<file path="src/rtl/data_bus_if_pkg.sv">
// Shared definitions for the data-side Wishbone bus interface.
package data_bus_if_pkg;

    localparam int unsigned WB_ADDR_W       = 32;
    localparam int unsigned WB_DATA_W       = 32;
    localparam int unsigned WB_SEL_W        = 4;
    localparam int unsigned TO_CNT_W        = 8;
    localparam int unsigned TIMEOUT_DEFAULT = 255;

    typedef enum logic [1:0] {
        BUS_IDLE       = 2'd0,
        BUS_BUSY       = 2'd1,
        BUS_WAIT_STALL = 2'd2
    } bus_state_e;

    // Request payload held on the Wishbone master outputs for one bus cycle.
    typedef struct packed {
        logic [WB_ADDR_W-1:0] adr;
        logic [WB_DATA_W-1:0] dat;
        logic [WB_SEL_W-1:0]  sel;
        logic                 we;
    } wb_req_t;

endpackage

</file>
<file path="src/rtl/data_bus_if_timeout.sv">
// Ack timeout counter: counts ack-less bus cycles and flags when TIMEOUT is reached.
module bus_timeout_cnt
    import data_bus_if_pkg::*;
#(
    parameter int unsigned TIMEOUT = TIMEOUT_DEFAULT
) (
    input  logic clk,
    input  logic rst,
    input  logic clr_i,
    input  logic en_i,
    output logic expired_o
);

    logic [TO_CNT_W-1:0] cnt_q;
    logic [TO_CNT_W-1:0] cnt_d;

    always_comb begin
        cnt_d = cnt_q;
        if (clr_i) begin
            cnt_d = '0;
        end else if (en_i) begin
            cnt_d = cnt_q + TO_CNT_W'(1);
        end
    end

    always_ff @(posedge clk or posedge rst) begin
        if (rst) begin
            cnt_q <= '0;
        end else begin
            cnt_q <= cnt_d;
        end
    end

    assign expired_o = (cnt_q == TO_CNT_W'(TIMEOUT));

endmodule

</file>
<file path="src/rtl/data_bus_if.sv">
// Mem-stage to Wishbone classic bridge: one outstanding cycle, stalls the
// pipeline until ack or timeout, and parks load data while the pipeline is held.
module data_bus_if
    import data_bus_if_pkg::*;
#(
    parameter int unsigned TIMEOUT = TIMEOUT_DEFAULT
) (
    input  logic                 clk,
    input  logic                 rst,
    input  logic                 in_mem_ce,
    input  logic                 in_mem_we,
    input  logic [WB_ADDR_W-1:0] in_mem_addr,
    input  logic [WB_SEL_W-1:0]  in_mem_sel,
    input  logic [WB_DATA_W-1:0] in_mem_data,
    input  logic                 in_stall,
    input  logic                 in_flush,
    output logic [WB_DATA_W-1:0] out_mem_data,
    output logic                 out_stallreq,
    output logic                 out_bus_err,
    output logic [WB_ADDR_W-1:0] wb_adr_o,
    output logic [WB_DATA_W-1:0] wb_dat_o,
    output logic [WB_SEL_W-1:0]  wb_sel_o,
    output logic                 wb_we_o,
    output logic                 wb_cyc_o,
    output logic                 wb_stb_o,
    input  logic [WB_DATA_W-1:0] wb_dat_i,
    input  logic                 wb_ack_i
);

    bus_state_e           state_q, state_d;
    wb_req_t              req_q, req_d;
    logic                 cyc_q, cyc_d;
    logic [WB_DATA_W-1:0] buf_q, buf_d;
    logic                 cnt_clr, cnt_en, cnt_expired;

    bus_timeout_cnt #(
        .TIMEOUT (TIMEOUT)
    ) u_timeout (
        .clk       (clk),
        .rst       (rst),
        .clr_i     (cnt_clr),
        .en_i      (cnt_en),
        .expired_o (cnt_expired)
    );

    // Next state, register updates and the combinational mem-stage outputs.
    always_comb begin
        state_d      = state_q;
        req_d        = req_q;
        cyc_d        = cyc_q;
        buf_d        = buf_q;
        cnt_clr      = 1'b0;
        cnt_en       = 1'b0;
        out_mem_data = '0;
        out_stallreq = 1'b0;
        out_bus_err  = 1'b0;

        if (!rst) begin
            unique case (state_q)
                BUS_IDLE: begin
                    if (in_mem_ce && !in_flush) begin
                        req_d        = '{adr: in_mem_addr, dat: in_mem_data,
                                         sel: in_mem_sel, we: in_mem_we};
                        cyc_d        = 1'b1;
                        cnt_clr      = 1'b1;
                        out_stallreq = 1'b1;
                        state_d      = BUS_BUSY;
                    end
                end
                BUS_BUSY: begin
                    if (in_flush || wb_ack_i || cnt_expired) begin
                        cyc_d     = 1'b0;
                        req_d.we  = 1'b0;
                        req_d.sel = '0;
                    end
                    // Flush abandons the cycle outright, even against ack/timeout.
                    if (in_flush) begin
                        state_d = BUS_IDLE;
                    end else if (wb_ack_i) begin
                        out_mem_data = wb_dat_i;
                        buf_d        = wb_dat_i;
                        state_d      = in_stall ? BUS_WAIT_STALL : BUS_IDLE;
                    end else if (cnt_expired) begin
                        out_bus_err = 1'b1;
                        buf_d       = '0;
                        state_d     = in_stall ? BUS_WAIT_STALL : BUS_IDLE;
                    end else begin
                        out_stallreq = 1'b1;
                        cnt_en       = 1'b1;
                    end
                end
                BUS_WAIT_STALL: begin
                    out_mem_data = buf_q;
                    if (!in_stall || in_flush) begin
                        state_d = BUS_IDLE;
                    end
                end
                default: begin
                    state_d = BUS_IDLE;
                end
            endcase
        end
    end

    always_ff @(posedge clk or posedge rst) begin
        if (rst) begin
            state_q <= BUS_IDLE;
            req_q   <= '0;
            cyc_q   <= 1'b0;
            buf_q   <= '0;
        end else begin
            state_q <= state_d;
            req_q   <= req_d;
            cyc_q   <= cyc_d;
            buf_q   <= buf_d;
        end
    end

    assign wb_adr_o = req_q.adr;
    assign wb_dat_o = req_q.dat;
    assign wb_sel_o = req_q.sel;
    assign wb_we_o  = req_q.we;
    assign wb_cyc_o = cyc_q;
    assign wb_stb_o = cyc_q;

endmodule

</file>
<file path="config.mk">
export PLATFORM = sky130hd
export DESIGN_NAME = data_bus_if
export DESIGN_NICKNAME = d
export VERILOG_FILES = /design/src/rtl/data_bus_if_pkg.sv /design/src/rtl/data_bus_if_timeout.sv /design/src/rtl/data_bus_if.sv
export SDC_FILE = /design/constraint.sdc
export NUM_CORES = 1
export LEC_CHECK = 0
export BUFFER_PORTS_ARGS = -buffer_cell sky130_fd_sc_hd__buf_4
export CORE_ASPECT_RATIO = 1.1
export CORE_MARGIN = 3
export CORE_UTILIZATION = 42
export CTS_CLUSTER_DIAMETER = 60
export DETAILED_ROUTE_END_ITERATION = 12
export GPL_ROUTABILITY_DRIVEN = 0
export HOLD_SLACK_MARGIN = 0.06
export PLACE_DENSITY = 0.69
export SKIP_LAST_GASP = 1
export SYNTH_ARGS = -nofsm -noshare
export SYNTH_HDL_FRONTEND = slang
export SYNTH_SLANG_ARGS = --single-unit
export TNS_END_PERCENT = 10
</file>
<file path="constraint.sdc">
create_clock -name clk -period 12.5 [get_ports clk]
set_clock_uncertainty 0.1 [all_clocks]
set_input_delay 1.875 -clock clk [delete_from_list [all_inputs] [get_ports clk]]
set_output_delay 1.875 -clock clk [all_outputs]
set_load 0.05 [all_outputs]
</file>
==> results of run 1 <==
==> synth_stat cells (all sizes together) <==
cell and instances:
nand3b 3, a21oi 5, o31a 1, nor4b 1, buf 18, a32o 4
and3b 1, o21ai 5, nor3 1, and3 2, mux2 31, a32oi 3
nand2 201, nor3b 1, clkbuf 17, nor2b 2, ha 5, or4 3
nor2 35, o31ai 3, o21a 1, nand4b 1, or3 1, a31o 1
a31oi 1, and2 32, dfrtp 112, nand2b 1, inv 7, o211ai 5
mux2i 1, nand3 8, nor4 1, nand4 2, a22oi 31
==> state kept, by name, indices dropped and copies added (netlist names) <==
signal / count
state_q: 2
wb_cyc_o: 1
wb_dat_o: 32
u_timeout.cnt_q: 8
wb_we_o: 1
buf_q: 32
wb_sel_o: 4
wb_adr_o: 32
==> cells by family after synthesis <==
group | share of synthesized area [%]
simple gates | 24.9
flops | 54.3
compound gates | 8.60
buf+inv | 4.02
mux | 6.95
fa+ha+maj | 1.21
==> area by class of cell <==
class	instances	area [um2]	area share [%]
Sequential cell	112	2800	39.5
Multi-Input combinational cell	393	2170	30.5
Timing Repair Buffer	216	1630	22.9
Clock buffer	10	229	3.23
Tap cell	150	188	2.64
Clock inverter	6	60.1	0.846
Inverter	7	28.8	0.405
==> power breakdown <==
group | internal [uW] | switching, uW
Combinational | 284 | 622
Sequential | 527 | 96.7
Clock | 155 | 125
==> worst reg2reg max path: cells and delay by family, from the launching register on <==
family,cells,cell delay (ps)
and+or+nand+nor,2,1020
buffers and inverters,2,500
muxes,1,420
DFF,1,400
adders and majority gates,1,300
==> metrics by stage <==
stage | hold slack [ps] | instance area [um2] | std cells
2_1_floorplan | 359 | 5160 | 547
3_3_place_gp | 360 | 6800 | 877
3_5_place_dp | 367 | 6800 | 877
4_1_cts | 385 | 7090 | 893
5_1_grt | 397 | 7100 | 894
6_report | 379 | 7100 | 894
==> layer usage <==
layer	up-vias	global-route usage, %
met5	-	0
met2	160	31.6
met3	14	6.51
met4	0	7.00
met1	2098	24.3
li1	2185	-
==> path summary, 6_finish.rpt <==
| kind | endpoint | cells past startpoint |
|---|---|---|
| max | out_mem_data[14] | 5 |
| min | wb_adr_o[13] | 2 |
| max reg2reg | buf_q[25] | 6 |
| min reg2reg | wb_adr_o[13] | 2 |
| max in group asynchronous | wb_adr_o[4] | 3 |
| min in group asynchronous | u_timeout.cnt_q[3] | 2 |
==> impl_results.md, run 1 <==
* Status: completed
* Gr usage total at roughly a fifth
* DR top layer: met4
* Reg-to-reg startpoint: state_q[1]
* Setup slack, reg-to-reg at approximately 9700 ps
* Sink Count at around 110
* H-tree depth at 3
* Setup crit end kind: output port
* # hold bufs at CTS at 0
* Hold_sp: wb_adr_o[13]
* Slew Viols, Final at 0
* First-iteration detailed-routing DRC count at 307
* Final total power at around 1800 uW
* Min Tclk post-route at between 5000 and 6000 ps
* Mapped Area at 5160 um2
* Worst VDD drop at 0.179 mV
* CP Max Fanout at 56
* Finished Core Util at approximately three fifths
* Detailed placement HPWL at 9530 um
* Area growth syn-to-layout at 37.5%
* Synth Register Bits at about 110
* Met3 wire length at 1220 um
* Setup_tns at 0 ps
* Setup violators final at 0
* Max_cap viols at 0
* Post-synth top area cell: dfrtp_1
* Worst setup margin at ~6600 ps
* Cell breakdown of the critical path: buf_4, inv_4, nand2_1, nor2_1, buf_4
* Die W at between 100 and 150 um
* CTS tree: done
* Worst setup path start: rst
* Clock slew at reported path FFs at roughly 70 ps
* Grt ovf at 0
* CP arrival at 3900 ps
* # DRC at 0
* Largest net degree at the start of global routing at 69
* Die area at roughly 14000 um2
* Library cells used by synthesis at 41
* Worst Path Buf+Inv at 3
* Worst Path Required at roughly 11000 ps
* Cts repair resizes at 0
* Critical setup path kind: in -> out
* Port Buffers at approximately 210
* Cell mode on critical path: buf_4
* Final nets at about 850
* Final ANT Viol Nets at 0
* WL met1 at about 5400 um
* Critical-path top delay cell: nand2_1
* Register area share after synthesis at between 50% and 60%
* Initial core utilization at about 44%
* Antenna fix cells at 0
* Core area at between 10000 and 15000 um2
* Top cells by area, synth: dfrtp_1 (54%), nand2_1 (15%), mux2_2 (6.1%)
* Syn avg cell area at around 9.4 um2
* Fmax at around 170 MHz
* Synth Instances at approximately 550
* First-pass GRT wire length at 22000 um
* Clk Latency, worst-skew pair at 330 ps
* Met2 routed WL at 6450 um
* Vert. Die Dim at 122 um
* P per Cell Area at around 250 nW/um2
* Slew margin rel. at 16.8%
* Number of global-route vias before repair at 4600
* Final WL at around 13000 um
* WL/cell at 14.8 um
* Share of post-route cells with drive strength above 1 at between 30% and 40%
* Vias at around 4500
* Ports at roughly 210
* CP max stage delay at slightly below 800 ps
* Average vias per placed instance at around 5
* Area share of the largest cell type after synthesis at between 50% and 60%
* P_leak at around 0.0037 uW
* Slew of the pin with the lowest slew margin at between 1000 and 1500 ps
* Num rows at 41
* Setup Buffers After CTS at 0
* Root Buffer: clkbuf_16
* Drt pass-1 iters at 4
* RSZ-0062 raised after global routing: false
* CTS Buffer Depth at 2
* Period utilization at between 40 and 50%
* DP Worst Slack at about 6500 ps
* Syn_nets at 659
* Most common cell after layout, fill and taps aside: buf_4
* CTS buffer count at 9
* Fill count at around 1100
* Commonest cells after routing, fill and taps aside: buf_4 (215), nand2_1 (200), dfrtp_1 (112)
* Initial antenna violation count at 0
* Warning count from the yosys run at 0
* CP delay by family, top: simple AND/OR/NAND/NOR gates
* Startpoint types: input pin
* Worst hold path class: reg -> reg
* Final hold violation count at 0
No activity file was read; power rests on OpenSTA's default activity.
==> run 2: changes to the inputs <==
--- a/config.mk
+++ b/config.mk
@@ -13,7 +13,7 @@
 export DETAILED_ROUTE_END_ITERATION = 12
 export GPL_ROUTABILITY_DRIVEN = 0
 export HOLD_SLACK_MARGIN = 0.06
-export PLACE_DENSITY = 0.69
+export PLACE_DENSITY = 0.72
 export SKIP_LAST_GASP = 1
 export SYNTH_ARGS = -nofsm -noshare
 export SYNTH_HDL_FRONTEND = slang
==> constraint.sdc (replaced) <==
create_clock -name clk -period 5.25 [get_ports clk]
set_clock_uncertainty 0.1 [all_clocks]
set_input_delay 0.7875 -clock clk [delete_from_list [all_inputs] [get_ports clk]]
set_output_delay 0.7875 -clock clk [all_outputs]
set_load 0.05 [all_outputs]
==> impl_results.md, run 2 (same netlist as run 1, synthesis figures left out) <==
* Drt pass-1 iters at 4
* Period utilization at 71.8%
* Critical setup path kind: reg -> out
* Finished Core Util at roughly three fifths
* Setup Buffers After CTS at 0
* # hold bufs at CTS at 0
* Antenna fix cells at 0
* Area growth syn-to-layout at 37.4%
* Initial antenna violation count at 0
* # DRC at 0
* Die area at approximately 14000 um2
* Design area at between 7000 and 8000 um2
* Worst hold path class: reg -> reg
* H-tree depth at 3
* Sink Count at between 100 and 150
* Setup crit end kind: output port
* Most common cell after layout, fill and taps aside: buf_4
* Die W at about 110 um
* Share of post-route cells with drive strength above 1 at between 30 and 40%
* Final nets at between 800 and 900
* WL/cell at 14.9 um
* Slew of the pin with the lowest slew margin at about 1300 ps
* CP Max Fanout at 28
* Core area at around 12000 um2
* CP arrival at 2880 ps
* Setup violators final at 0
* RSZ-0062 raised after global routing: false
* Max_cap viols at 0
* Largest net degree at the start of global routing at 69
* Startpoint types: register
* Root Buffer: clkbuf_16
* P_leak at roughly 0.0037 uW
* Detailed placement HPWL at between 9000 and 10000 um
* Dpl cell area at a little under 7000 um2
* P per Cell Area at 603 nW/um2
* Vert. Die Dim at between 100 and 150 um
* Worst Path Required at between 4000 and 5000 ps
* Final hold violation count at 0
* Status: completed
* Vias at between 4000 and 5000
* Final ANT Viol Nets at 0
* Gr usage total at about a fifth
* Grt ovf at 0
* Hold_ws at 376 ps
* Final WL at between 10000 and 15000 um
* Slew Viols, Final at 0
* Num rows at 41
* Cts repair resizes at 0
* Worst VDD drop at 0.371 mV
* CTS tree: done
* CTS Buffer Depth at 2
* Setup_tns at 0 ps
* Final total power at ~4300 uW
* Port Buffers at 211
* CTS buffer count at 9
* Fmax at around 270 MHz
* Min Tclk post-route at about 3800 ps
* Clk Latency, worst-skew pair at about 340 ps
* Slew margin rel. at around 16%
* Number of global-route vias before repair at 4397
* Commonest cells after routing, fill and taps aside: buf_4 (217), nand2_1 (200), dfrtp_1 (112)
* Initial core utilization at a little over two fifths
* Average vias per placed instance at ~5.0
* First-pass GRT wire length at roughly 22000 um
* First-iteration detailed-routing DRC count at about 380
* Ports at 212
* Clock slew at reported path FFs at 70 ps
## run 2: report_power, final
group	total (uW)	internal, uW	switching (uW)
clock	634	349	285
combinational	2160	675	1490
sequential	1480	1250	227
## run 2: worst paths after layout
kind | startpoint | slack [ps] | end | cells past startpoint
max in group asynchronous | rst | 3680 | wb_dat_o[29] | 3
min in group asynchronous | rst | 430 | wb_sel_o[3] | 2
worst min-delay path | wb_dat_o[0] | 380 | wb_dat_o[0] | 2
worst min register to register | wb_dat_o[0] | 380 | wb_dat_o[0] | 2
worst max register to register | state_q[1] | 2250 | buf_q[24] | 6
worst max-delay path | state_q[1] | 1480 | out_mem_data[26] | 7
## run 2: critical path: stages (launching register included)
cell and delay [ps]:
dfrtp_1 410, inv_1 130, ha_1 280, nor2b_2 910, buf_4 300, a22oi_1 90, nor2_1 180, buf_4 240
## run 2: cell type report
type | count | area (um2)
sequential | 112 | 2800
fill | 990 | 4650
clock inverter | 2 | 13.8
tap | 150 | 188
clock buffer | 14 | 264
timing repair buffer | 217 | 1630
multi-input combinational | 393 | 2170
inverter | 7 | 30.0
## run 2: routing by layer
metal | global-route usage [%] | wire length [um] | vias to the layer above
met5 | 0 | 0 | -
met4 | 6.62 | 174 | 0
met3 | 6.61 | 1370 | 12
met2 | 30.1 | 6160 | 174
met1 | 25.8 | 5630 | 2097
li1 | - | - | 2187
## run 2: per-stage QoR
stage / instances / setup slack (ps)
2_1_floorplan: 547 / 998
3_3_place_gp: 879 / 1740
3_5_place_dp: 879 / 1610
4_1_cts: 895 / 1450
5_1_grt: 895 / 1180
6_report: 895 / 1480
